[src/rtl/lcd_pix_packer.sv]
// lcd_pix_packer: packs two-pixel RGB beats into little-endian 32-bit
// words, buffers them in a FWFT FIFO, tracks frames and flushes tails.
module lcd_pix_packer #(
  parameter int IMG_PIX_W   = 8,
  parameter int FIFO_DEPTH  = 16,
  parameter int W_FIFO      = 4,
  parameter int FRAME_BEATS = 196608,
  parameter int W_BEAT      = 18
) (
  input  logic                 HCLK,
  input  logic                 HRESET,
  input  logic                 clr,
  input  logic                 in_valid,
  input  logic [IMG_PIX_W-1:0] in_r0,
  input  logic [IMG_PIX_W-1:0] in_g0,
  input  logic [IMG_PIX_W-1:0] in_b0,
  input  logic [IMG_PIX_W-1:0] in_r1,
  input  logic [IMG_PIX_W-1:0] in_g1,
  input  logic [IMG_PIX_W-1:0] in_b1,
  output logic                 out_valid,
  output logic [31:0]          out_data,
  input  logic                 out_ready,
  output logic [W_FIFO:0]      fifo_level,
  output logic                 overflow,
  output logic                 frame_done
);

  localparam logic [W_FIFO:0] LP_DEPTH =
    (W_FIFO+1)'(FIFO_DEPTH);
  localparam logic [W_FIFO:0] LP_TWO =
    (W_FIFO+1)'(2);
  localparam logic [W_BEAT-1:0] LP_LAST =
    W_BEAT'(FRAME_BEATS - 1);

  logic [31:0]       r_mem [FIFO_DEPTH];
  logic [W_FIFO-1:0] r_wptr;
  logic [W_FIFO-1:0] r_rptr;
  logic [W_FIFO:0]   r_level;
  logic              r_phase;
  logic [15:0]       r_hold;
  logic [W_BEAT-1:0] r_cnt;
  logic              r_flush;
  logic              r_overflow;
  logic              r_frame_done;

  logic [W_FIFO:0]   w_free;
  logic              w_pop;
  logic              w_last;
  logic [1:0]        w_npush;
  logic [31:0]       w_word0;
  logic [31:0]       w_word1;
  logic              w_phase_nxt;
  logic [15:0]       w_hold_nxt;
  logic              w_drop;
  logic [W_FIFO-1:0] w_wptr1;

  // Space is judged on the start-of-cycle level; a same-cycle pop
  // does not help an incoming beat.
  assign w_free  = LP_DEPTH - r_level;
  assign w_pop   = (r_level != '0) && out_ready;
  assign w_last  = in_valid && (r_cnt == LP_LAST);
  assign w_wptr1 = r_wptr + W_FIFO'(1);

  // Decide what this cycle pushes and whether anything is dropped.
  always_comb begin
    w_npush     = 2'd0;
    w_word0     = '0;
    w_word1     = '0;
    w_phase_nxt = r_phase;
    w_hold_nxt  = r_hold;
    w_drop      = 1'b0;
    if (r_flush) begin
      w_phase_nxt = 1'b0;
      if (w_free != '0) begin
        w_npush = 2'd1;
        w_word0 = {16'h0000, r_hold};
      end else begin
        w_drop = 1'b1;
      end
      if (in_valid) begin
        w_drop = 1'b1;
      end
    end else if (in_valid) begin
      if (!r_phase) begin
        if (w_free != '0) begin
          w_npush     = 2'd1;
          w_word0     = {in_r1, in_b0, in_g0, in_r0};
          w_hold_nxt  = {in_b1, in_g1};
          w_phase_nxt = 1'b1;
        end else begin
          w_drop = 1'b1;
        end
      end else begin
        if (w_free >= LP_TWO) begin
          w_npush     = 2'd2;
          w_word0     = {in_g0, in_r0, r_hold};
          w_word1     = {in_b1, in_g1, in_r1, in_b0};
          w_phase_nxt = 1'b0;
        end else begin
          w_drop = 1'b1;
        end
      end
    end
  end

  // FIFO storage; contents need no reset since level gates visibility.
  always_ff @(posedge HCLK) begin
    if (!clr) begin
      if (w_npush != 2'd0) begin
        r_mem[r_wptr] <= w_word0;
      end
      if (w_npush == 2'd2) begin
        r_mem[w_wptr1] <= w_word1;
      end
    end
  end

  // FIFO pointers and occupancy.
  always_ff @(posedge HCLK or posedge HRESET) begin
    if (HRESET) begin
      r_wptr  <= '0;
      r_rptr  <= '0;
      r_level <= '0;
    end else if (clr) begin
      r_wptr  <= '0;
      r_rptr  <= '0;
      r_level <= '0;
    end else begin
      r_wptr  <= r_wptr + W_FIFO'(w_npush);
      if (w_pop) begin
        r_rptr <= r_rptr + W_FIFO'(1);
      end
      r_level <= r_level + (W_FIFO+1)'(w_npush)
                 - (W_FIFO+1)'(w_pop);
    end
  end

  // Packer phase, hold bytes, frame counter and pending flush.
  always_ff @(posedge HCLK or posedge HRESET) begin
    if (HRESET) begin
      r_phase <= 1'b0;
      r_hold  <= '0;
      r_cnt   <= '0;
      r_flush <= 1'b0;
    end else if (clr) begin
      r_phase <= 1'b0;
      r_hold  <= '0;
      r_cnt   <= '0;
      r_flush <= 1'b0;
    end else begin
      r_phase <= w_phase_nxt;
      r_hold  <= w_hold_nxt;
      if (in_valid) begin
        r_cnt <= w_last ? '0 : r_cnt + W_BEAT'(1);
      end
      r_flush <= w_last && w_phase_nxt;
    end
  end

  // Sticky overflow and one-cycle end-of-frame pulse.
  always_ff @(posedge HCLK or posedge HRESET) begin
    if (HRESET) begin
      r_overflow   <= 1'b0;
      r_frame_done <= 1'b0;
    end else if (clr) begin
      r_overflow   <= 1'b0;
      r_frame_done <= 1'b0;
    end else begin
      r_overflow   <= r_overflow | w_drop;
      r_frame_done <= w_last;
    end
  end

  assign out_valid  = (r_level != '0);
  assign out_data   = out_valid ? r_mem[r_rptr] : 32'h0;
  assign fifo_level = r_level;
  assign overflow   = r_overflow;
  assign frame_done = r_frame_done;

endmodule

[config.mk]
export PLATFORM = sky130hd
export DESIGN_NAME = lcd_pix_packer
export DESIGN_NICKNAME = d
export VERILOG_FILES = /design/src/rtl/lcd_pix_packer.sv
export SDC_FILE = /design/constraint.sdc
export NUM_CORES = 1
export LEC_CHECK = 0
export CORE_ASPECT_RATIO = 0.5
export CORE_MARGIN = 5
export CORE_UTILIZATION = 55
export CTS_CLUSTER_SIZE = 10
export DETAILED_ROUTE_END_ITERATION = 12
export GPL_TIMING_DRIVEN = 1
export PLACE_DENSITY = 0.8
export SYNTH_ARGS = -nofsm -noshare
export SYNTH_HDL_FRONTEND = slang
export SYNTH_SLANG_ARGS = --single-unit
export TNS_END_PERCENT = 1
[constraint.sdc]
create_clock -name HCLK -period 10.5 [get_ports HCLK]
set_clock_uncertainty 0.1 [all_clocks]
set_input_delay 2.1 -clock HCLK [delete_from_list [all_inputs] [get_ports HCLK]]
set_output_delay 2.1 -clock HCLK [all_outputs]
set_load 0.02 [all_outputs]
* Word-level counts from Yosys, hierarchy flattened
Memories as Yosys holds them, arrays and structs flattened. Cells that the tools add are included.
Cells by class: add/subtract/negate cells 7, bitwise gates (word level) 1, reduce and logical (&&, ||, !) cells 10, shifts and indexed selects 0, magnitude comparators 1, div/mod/pow operators 0, equality and inequality tests 4, multiplexer cells 48, multipliers 0
Operator list (count):
- $mux W32 | 10
- $mux W16 | 6
- $mux W18 | 3
- $mux W1 | 21
- $add A18 B1 Y18 const B | 1
- $eq A18 B18 Y1 const B | 1
- $mux W4 | 3
- $reduce_bool A5 Y1 | 2
- $add A4 B1 Y4 const B | 2
- $mux W2 | 4
- $reduce_bool A2 Y1 | 4
- $add A5 B2 Y5 | 1
- $ge A5 B2 Y1 const B | 1
- $mux W5 | 1
- $sub A5 B1 Y5 | 1
- $sub A5 B5 Y5 const A | 1
- $add A4 B2 Y4 | 1
- $ne A2 B2 Y1 const B | 2
- $reduce_and A4 Y1 | 1
- $logic_and A1 B1 Y1 | 3
- $eq A2 B2 Y1 const B | 1
- $or A1 B1 Y1 | 1
Storage, ports and cells: word-level logic and storage cells 81, bits in read-only memories 0, bits in latches 0, output and inout bits 40, bits in writable memories 512, memories 1, flip-flop bits (word level) 51
Memory list:
- r_mem | depth 16, bits a word 32, read ports 1, clocked after memory_dff 0, wr ports 2, line 35 | logic [31:0] r_mem [FIFO_DEPTH];

* Depth between registers and ports, before layout
word-level depth 10, mapped depth 18, mapped depth without buffers 18

* Worst setup path after synthesis
Ideal clock, no wire load.
path kind in2reg, from in in_valid, to mem r_mem[0][0], enable pin, required time 9934 ps, slack 4453 ps, cell stages on the path 7, arrival time 5481 ps, setup time 466 ps, path through buf_2 -> nand3b_1 -> clkbuf_1 -> clkbuf_1 -> o22ai_1 -> nand2_1 -> o21ai_0
RTL lines:
- from (decl) | line 13 | input logic in_valid,
- to (decl) | line 35

* Worst setup path in the final report
from reg r_rptr[0], to out out_data[2]
On the way: longest elaborated chain between the ends 2
Ends and longest elaborated chain:
- from (decl) | line 37 | logic [W_FIFO-1:0] r_rptr;
- from (signal assigned) | line 131 | r_rptr <= r_rptr + W_FIFO'(1);
- $mem_v2 Z16 W32
- $mux W32 | line 175 | assign out_data = out_valid ? r_mem[r_rptr] : 32'h0;
- to (decl) | line 21 | output logic [31:0] out_data,
No other way between the ends.

==> results.ini <==
[routing]
final_antenna_net_count=0
drc=0
post_drt_wl_per_cell_um=29.17
vias_per_cell=7.081
drt_iter0_markers=3503
firstDrtPassIters=6
vias=21923
drt-total-wl_um=90310

[cells_and_area]
nets=2417
area_growth_syn_to_layout_pct=9.685
drive_above_1_share=0.2122

[clocking]
cts-htree-levels=3
clk-insertion-delay-late_ns=0.59
cts_resized=0
cts_hold_buf=0
root_buffer=clkbuf_16
path_clk_slew_ns=0.05
numCtsBuffers=66
clock-sinks=563
cts_tree=done
clock_path_buffers=3
cts_setup_buffers=0

[run_status]
status=finished with violations
violations=capacitance limit

[worst_setup_path]
cp.arrival_ns=4.42
cp_max_fo=48
critPathLaunchType=register
ff2ff_path_depth=5
cp-end-kind=output port
worst-setup-path-type=reg2out
crit_required_ns=8.30

[floorplanning]
die_y_um=175.0
dieArea_um2=59500
die_x_um=340.0
start_util=0.5563
rows=60
core_area_um2=53830
io_pins=93

[yosys]
netlist_area_um2=29950
ys_types=58
syn_area_per_cell_um2=12.42
ys_ff_latch=563
synth_nets=2481
synthArstFlopShare=0.09059
ys.flop_type=edfxtp_1
synth_edf_count=512
ys_seq_area_frac=0.5560
syn_inst=2412
yosysWarnings=0

[timing]
final_max_slew_viol_count=0
timing.slew.headroom=0.01039
fin_crit_ns=6.616
setup_viol=0
setup_tns_ns=0
max_slew.worst_pin.slew_ns=1.479
hold_viol_final=0
rsz0062_at_grt=no
max_freq_mhz=151.1
post-route-period-util=0.6301

[global_route]
grt-ovfl-total=0
grt_pass1_vias=21598
grt_pass1_wl_um=135100
antenna_found_initial=2
grt_use_total=0.3005
grt_max_degree=66

[job]
cap_violations=1

[place]
hpwl_um=52620
portBuffers=92
gp_congestion=0.9090

[power_and_ir_drop]
ir_worst_vdd_v=0.0001475
power_density_nw_per_um2=214.6
p_total_mw=7.049
cellLeakagePower_nw=10.62

[min_path]
hold_depth=2
hp-class=reg2reg

[where the power goes]
part           total (mW)  switching, mW  internal (mW)  leakage [nW]
Combinational        2.17           1.22          0.945          4.35
Sequential           2.82          0.110           2.71          5.39
Clock                2.06          0.891           1.17         0.878
Total                7.05           2.23           4.82          10.6
[cell usage in the layout (no fill, tap or decap), drive strengths merged, types with 3 or more instances in the layout]
| cell type | instances |
|---|---|
| nor4 | 5 |
| or4 | 4 |
| nand3 | 13 |
| a21oi | 265 |
| clkbuf | 96 |
| mux2i | 17 |
| nor3 | 14 |
| o21ai | 11 |
| a22oi | 17 |
| a22o | 16 |
| edfxtp | 512 |
| diode | 3 |
| ha | 14 |
| buf | 49 |
| and3 | 4 |
| nand3b | 4 |
| nand4 | 11 |
| nand2b | 7 |
| and2 | 34 |
| nor2 | 316 |
| clkdlybuf4s50 | 91 |
| nor2b | 11 |
| xnor2 | 11 |
| or3 | 9 |
| nand2 | 313 |
| xor2 | 10 |
| inv | 22 |
| o211ai | 256 |
| nor3b | 18 |
| mux4 | 160 |
| dfrtp | 51 |
[routing by layer]
| layer | GRT usage | vias to the layer above | wire (um) |
|---|---|---|---|
| met4 | 0.1497 | 0 | 5167 |
| met2 | 0.4690 | 1909 | 41170 |
| li1 | - | 8953 | - |
| met3 | 0.09387 | 351 | 13310 |
| met1 | 0.3853 | 10710 | 30670 |
| met5 | 0 | - | 0 |
[Yosys cell counts (13+ instances only)]
master    number  share of area
a21oi_1      149          0.025
a21oi_2      116          0.034
a22o_1        16         0.0047
a22oi_4       13         0.0092
and2_1        33         0.0069
buf_1         20         0.0025
buf_2         52         0.0087
buf_6         23         0.0086
clkbuf_1     172          0.022
dfrtp_1       51          0.043
edfxtp_1     512           0.51
ha_1          14         0.0058
inv_1         17         0.0021
mux2i_1       17         0.0057
mux4_2       160           0.12
nand2_1      301          0.038
nand3_1       13         0.0022
nor2_1       302          0.038
nor2_2        14         0.0029
nor3_1        14         0.0023
nor3b_2       13         0.0054
o211ai_1     240          0.060
o211ai_2      16         0.0067
[logic make-up (layout without fill, tap and decap cells)]
family          Yosys count  in the layout  synth area share
compound gates          579            579            0.1471
xor+xnor                 21             21          0.006142
fa+ha+maj                16             16          0.007187
buf+inv                 290            258           0.04500
flops                   563            563            0.5560
mux                     177            177            0.1260
other cells               0              3                 0
simple gates            766            766            0.1125
[path summary, 6_finish.rpt]
check,start,end,slack [ns]
min in group asynchronous,HRESET,r_cnt[12]$_DFFE_PP0N_,1.93
worst min register to register,r_cnt[17]$_DFFE_PP0N_,r_cnt[17]$_DFFE_PP0N_,0.44
worst max register to register,r_flush$_DFF_PP0_,r_mem[8][24]$_DFFE_PP_,6.16
worst min-delay path,r_cnt[17]$_DFFE_PP0N_,r_cnt[17]$_DFFE_PP0N_,0.44
worst max-delay path,r_rptr[0]$_DFFE_PP0P_,out_data[2],3.88
max in group asynchronous,HRESET,r_rptr[2]$_DFFE_PP0P_,7.81
[layout make-up]
cell class	count	area [um2]
clock inverter	4	35.03
sequential	563	16660
clock buffer	96	1785
fill	3888	20980
multi-input combinational	1559	12120
antenna	3	7.507
inverter	18	70.07
timing repair buffer	140	1276
tap	713	892.1
[state kept, by name (all words and copies together), names as in the netlist]
signal / flops
overflow: 1
r_mem: 512
frame_done: 1
r_wptr: 4
r_rptr: 4
fifo_level: 5
r_cnt: 18
r_flush: 1
r_phase: 1
r_hold: 16
[critical path, cell delays in order (launching register included)]
cell and delay [ns]:
dfrtp_4 0.94, buf_4 0.90, mux4_2 0.60, mux4_2 0.55, and2_1 0.22, clkdlybuf4s50_1 0.55
[per-stage QoR]
| step | hold WS [ns] | worst slack, ns | util | instances | area [um2] |
|---|---|---|---|---|---|
| final | 0.4433 | 3.884 | 0.6102 | 3096 | 32850 |
| after global routing | 0.4895 | 3.610 | 0.6102 | 3095 | 32840 |
| after CTS | 0.4471 | 3.764 | 0.6101 | 3093 | 32840 |
| after detailed placement | 0.4384 | 4.398 | 0.5763 | 2993 | 31020 |
| after global placement | 0.4276 | 4.434 | 0.5763 | 2993 | 31020 |
| after floorplan | 0.3968 | 4.453 | - | 2412 | 29950 |
Power figures use the tool's default switching activity.
==> variant 1: new RTL, config.mk and constraints unchanged <==
Register the output `fifo_level` once more; this adds one clock of latency there. The other outputs are not delayed to match.
--- a/src/rtl/lcd_pix_packer.sv
+++ b/src/rtl/lcd_pix_packer.sv
@@ -173,7 +173,9 @@
 
   assign out_valid  = (r_level != '0);
   assign out_data   = out_valid ? r_mem[r_rptr] : 32'h0;
-  assign fifo_level = r_level;
+  always_ff @(posedge HCLK) begin
+    fifo_level <= r_level;
+  end
   assign overflow   = r_overflow;
   assign frame_done = r_frame_done;
 
Formal check against the unedited RTL: not equivalent (Yosys sat finds a counterexample within 4 cycles, from zero or initial values and one cycle with HRESET high).
==> variant 1 against the original RTL <==
  * Via count is essentially flat
  * Power grew 0.88%
  * Final area grew 0.30%
  * Routed wire length grew 0.34%
  * Sequential power grew 2%
  * Area after synthesis shrank 0.61%
  * Non-clock buffer count grew 3
  * Sequential cell count grew 5
  * Worst setup slack gained 0.0073 ns
  * Largest power group unchanged
  * Highest routed layer is now met5
==> variant 1: results (changes against the original RTL) <==
* Status: completed (was finished with violations)
* Drt total wl at 90.61 mm (was 90.31 mm)
* Layout Cells excl Fill at 3,100 (was 3,096)
* Reg2Reg Launch Point: r_level[0] (was r_flush)
* Crit Reg-Reg Endpoint: r_mem[1][30] (was r_mem[8][24])
* Post-Place Cells at 3,000 (was 2,993)
* Area contributors post-synth: edfxtp_1, mux4_2, o211ai_1 (unchanged)
* GPL Wtd Cong at 0.8890 (was 0.9090)
* Worst-path fanout max at 67 (was 48)
* Largest net degree at the start of global routing at 95 (was 66)
* Final Net Count at 2,424 (was 2,417)
* Critical Path AT at 4.41 ns (was 4.42 ns)
* Worst path max stage delay at 1.16 ns (was 0.94 ns)
* Worst-path clk slew at 0.06 ns
* CTS Buf Count at 66 (unchanged)
* Sequential area share after synthesis at 56.28% (was 55.60%)
* Share of cells above drive strength 1 at 19.46% (was 21.22%)
* Max-slew headroom at 5.931% (was 1.039%)
* R2R Setup Slk at 5.90 ns (was 6.16 ns)
* Synth top cells by count: edfxtp_1, nor2_1, nand2_1 (unchanged)
* Pleak at 10.81 nW (was 10.62 nW)
* Initial DRC Count at 3,556 (was 3,503)
* Hold slack at 0.3388 ns (was 0.4433 ns)
* First-pass GRT wire length at 135.0 mm (was 135.1 mm)
* DP Area at 31,070 um^2 (was 31,020 um^2)
* DR vias/cell at 7.069 (was 7.081)
* Synth Area per Inst at 12.38 um^2 (was 12.42 um^2)
* Initial antenna violation count at 6 (was 2)
* Area of the multi-input gates at 12,040 um^2 (was 12,120 um^2)
* DP Wirelength at 53.42 mm (was 52.62 mm)
* # fillers at 3,835 (was 3,888)
* Worst hold path stage count at 0 (was 2)
* Mapped Nets at 2,474 (was 2,481)
* Worst path slowest cell: dfrtp_4 (unchanged)
* Async set-reset flop share out of synthesis at 8.979% (was 9.059%)
* Hold path endpoint: fifo_level[4] (was r_cnt[17])
* Vias in the first global route at 21,450 (was 21,600)
* Hold_sp: r_level[4] (was r_cnt[17])
* Cell variety after synth at 62 (was 58)
* Post-synth EDFFs at 512 (unchanged)
* Root Driver: clkbuf_16 (unchanged)
==> variant 1: how the worst max path moves through the flow <==
stage / from / end / slack (ns) / cells after the start
floorplan: in_valid / r_mem[2][0] / 4.07 / 5
global placement: in_valid / r_mem[8][12] / 4.66 / 6
detailed placement: in_valid / r_mem[8][12] / 4.52 / 6
CTS: r_rptr[2] / out_data[3] / 3.96 / 5
global route: r_rptr[2] / out_data[4] / 3.87 / 5
finish: r_rptr[2] / out_data[4] / 3.89 / 5
==> variant 1: metal layers <==
metal	GRT usage (%)	vias up	share of wire, %
li1	-	8974	-
met1	41.20	10540	34
met2	45.24	2052	44
met3	9.316	346	17
met4	13.67	6	4.7
met5	0	-	0.038
==> variant 1: power breakdown <==
group / switching (W) / internal, W / total [W]
registers: 0.000131 / 0.00273 / 0.00287
clock network: 0.000893 / 0.00119 / 0.00208
logic: 0.00122 / 0.000941 / 0.00216
==> variant 1: kinds of logic after synthesis <==
kind of cell,after synthesis,synth area share (%)
multiplexers,177,12.68
buffers and inverters,278,4.094
flip-flops,568,56.28
AO/OA/AOI/OAI,579,14.31
AND/OR/NAND/NOR,762,11.18
adder cells (fa/ha/maj),16,0.7230
XOR/XNOR,25,0.7356
==> variant 1: layout make-up <==
type,count,share of cell area [%]
flip-flops and latches,568,50.88
diodes,3,0.02279
inverters,17,0.2013
well taps,713,2.708
clock buffers,92,5.469
clock inverters,5,0.2013
multi-input cells,1559,36.54
repair buffers,143,3.980
==> variant 1: stage by stage <==
stage          power (W)  setup slack (ns)
3_5_place_dp    0.005030             4.520
2_1_floorplan   0.004391             4.068
4_1_cts         0.007074             3.960
3_3_place_gp    0.004960             4.661
5_1_grt         0.007360             3.865
6_report        0.007111             3.891
==> variant 2: new RTL, config.mk and constraints unchanged <==
Made on the original files. Change the parameter `FIFO_DEPTH` from 16 to 32.
--- a/src/rtl/lcd_pix_packer.sv
+++ b/src/rtl/lcd_pix_packer.sv
@@ -2,7 +2,7 @@
 // words, buffers them in a FWFT FIFO, tracks frames and flushes tails.
 module lcd_pix_packer #(
   parameter int IMG_PIX_W   = 8,
-  parameter int FIFO_DEPTH  = 16,
+  parameter int FIFO_DEPTH  = 32,
   parameter int W_FIFO      = 4,
   parameter int FRAME_BEATS = 196608,
   parameter int W_BEAT      = 18
Behaviour: not the same (a bounded check fails within 4 cycles, from zero or initial values and one cycle with HRESET high).
==> variant 2 against the original RTL <==
  * Worst setup slack got worse by 0.052 ns
  * Routed wire length fell by 0.16%
  * Hold slack improved by 0.016 ns
  * Power fell by 3.0%
  * Via count rose by 0.31%
  * Area after synthesis fell by 0.28%
  * Sequential cell count did not move
  * Combinational power fell by 9.7%
  * Final area fell by 0.14%
  * Critical endpoint is now out_data[20]
  * Highest routed layer unchanged
==> variant 2: results (changes against the original RTL) <==
* Synth top cells by count: edfxtp_1, nor2_1, a21oi_1 (was edfxtp_1, nor2_1, nand2_1)
* Hold path endpoint: overflow (was r_cnt[17])
* Final Net Count at 2,446 (was 2,417)
* CTS Buf Count at 66 (unchanged)
* PortBufs at 92 (unchanged)
* First-pass GRT wire length at 133.2 mm (was 135.1 mm)
* # fillers at 3,919 (was 3,888)
* Worst hold path stage count at 2 (unchanged)
* Crit Reg-Reg Endpoint: r_mem[9][7] (was r_mem[8][24])
* Sequential area share after synthesis at 55.76% (was 55.60%)
* Hold slack at 0.4593 ns (was 0.4433 ns)
* Worst path max stage delay at 1.07 ns (was 0.94 ns)
* Vias in the first global route at 20,970 (was 21,600)
* Hold_sp: overflow (was r_cnt[17])
* TritonRoute pass-1 iters at 6 (unchanged)
* GPL Wtd Cong at 0.9013 (was 0.9090)
* Max-slew headroom at 17.02% (was 1.039%)
* H-tree depth at 3 (unchanged)
* Area contributors post-synth: edfxtp_1, mux4_2, o211ai_1 (unchanged)
* Setup Buffers After CTS at 0 (unchanged)
* Reg2Reg Launch Point: fifo_level[0] (was r_flush)
* R2R Setup Slk at 5.60 ns (was 6.16 ns)
* Worst-Skew Late Latency at 0.59 ns (about the same)
* CP endpoint: out_data[20] (was out_data[2])
* CP Launch Point: r_rptr[2] (was r_rptr[0])
* Critical Path AT at 4.47 ns (was 4.42 ns)
* Largest net degree at the start of global routing at 71 (was 66)
* Pleak at 11.16 nW (was 10.62 nW)
* Cell variety after synth at 58 (unchanged)
* DP Wirelength at 51.43 mm (was 52.62 mm)
* Setup WS pre-CTS at 4.178 ns (was 4.398 ns)
* Worst path slowest cell: dfrtp_4 (unchanged)
* Async set-reset flop share out of synthesis at 9.059% (unchanged)
* Worst hold path class: flip-flop to flip-flop (unchanged)
* Initial DRC Count at 3,816 (was 3,503)
* Share of cells above drive strength 1 at 15.45% (was 21.22%)
* Worst-path clk slew at 0.05 ns (about the same)
* Mapped Nets at 2,503 (was 2,481)
* FMAX at 150.0 MHz (was 151.1 MHz)
* Worst-path fanout max at 70 (was 48)
* Max clock buf depth at 3 (unchanged)
* Drt total wl at 90.17 mm (was 90.31 mm)
* DR vias/cell at 7.041 (was 7.081)
* R2R depth at 12 (was 5)
* Root Driver: clkbuf_16 (unchanged)
* Status: completed (was finished with violations)
* GRT Util Overall at 29.85% (was 30.05%)
* Peak VDD IR at 0.1425 mV (was 0.1475 mV)
## variant 2: layer usage
layer | global-route usage, % | vias to the layer above | share of wire [%]
li1 | - | 9033 | -
met4 | 13.09 | 0 | 5.0
met1 | 41.38 | 10520 | 34
met3 | 7.334 | 340 | 16
met2 | 45.48 | 2102 | 45
met5 | 0 | - | 0
## variant 2: area by class of cell
type	count	area (um^2)	share of cell area [%]
Clock inverter	6	71.32	0.2174
Timing Repair Buffer	154	1381	4.211
Multi-Input combinational cell	1560	11860	36.16
Sequential cell	563	16660	50.80
Clock buffer	93	1805	5.505
Antenna cell	2	5.005	0.01526
Tap cell	713	892.1	2.720
Inverter	32	122.6	0.3738
## variant 2: through the flow
step | cells | total power [W] | area [um^2] | util, %
finish | 3123 | 0.006838 | 32800 | 61.02
global route | 3123 | 0.007072 | 32800 | 61.02
CTS | 3121 | 0.006808 | 32790 | 61.01
detailed placement | 3022 | 0.004759 | 30920 | 57.52
global placement | 3022 | 0.004698 | 30920 | 57.52
floorplan | 2434 | 0.004186 | 29860 | -
## variant 2: cell families after synthesis
logic type | synth area share (%)
adder cells (fa/ha/maj) | 0.7207
multiplexers | 14.28
buffers and inverters | 5.254
XOR/XNOR | 0.6746
flip-flops | 55.76
AO/OA/AOI/OAI | 12.67
AND/OR/NAND/NOR | 10.63
## variant 2: report_power, final
part,total (W),switching [W],internal (W)
clock,0.00209,0.000895,0.00119
sequential,0.00279,0.000111,0.00268
combinational,0.00196,0.00111,0.000850
## variant 2: worst min-delay path, cell delays in order (launching register included)
cell and delay (ns):
dfrtp_1 0.34, nor2b_1 0.05, o22ai_1 0.13
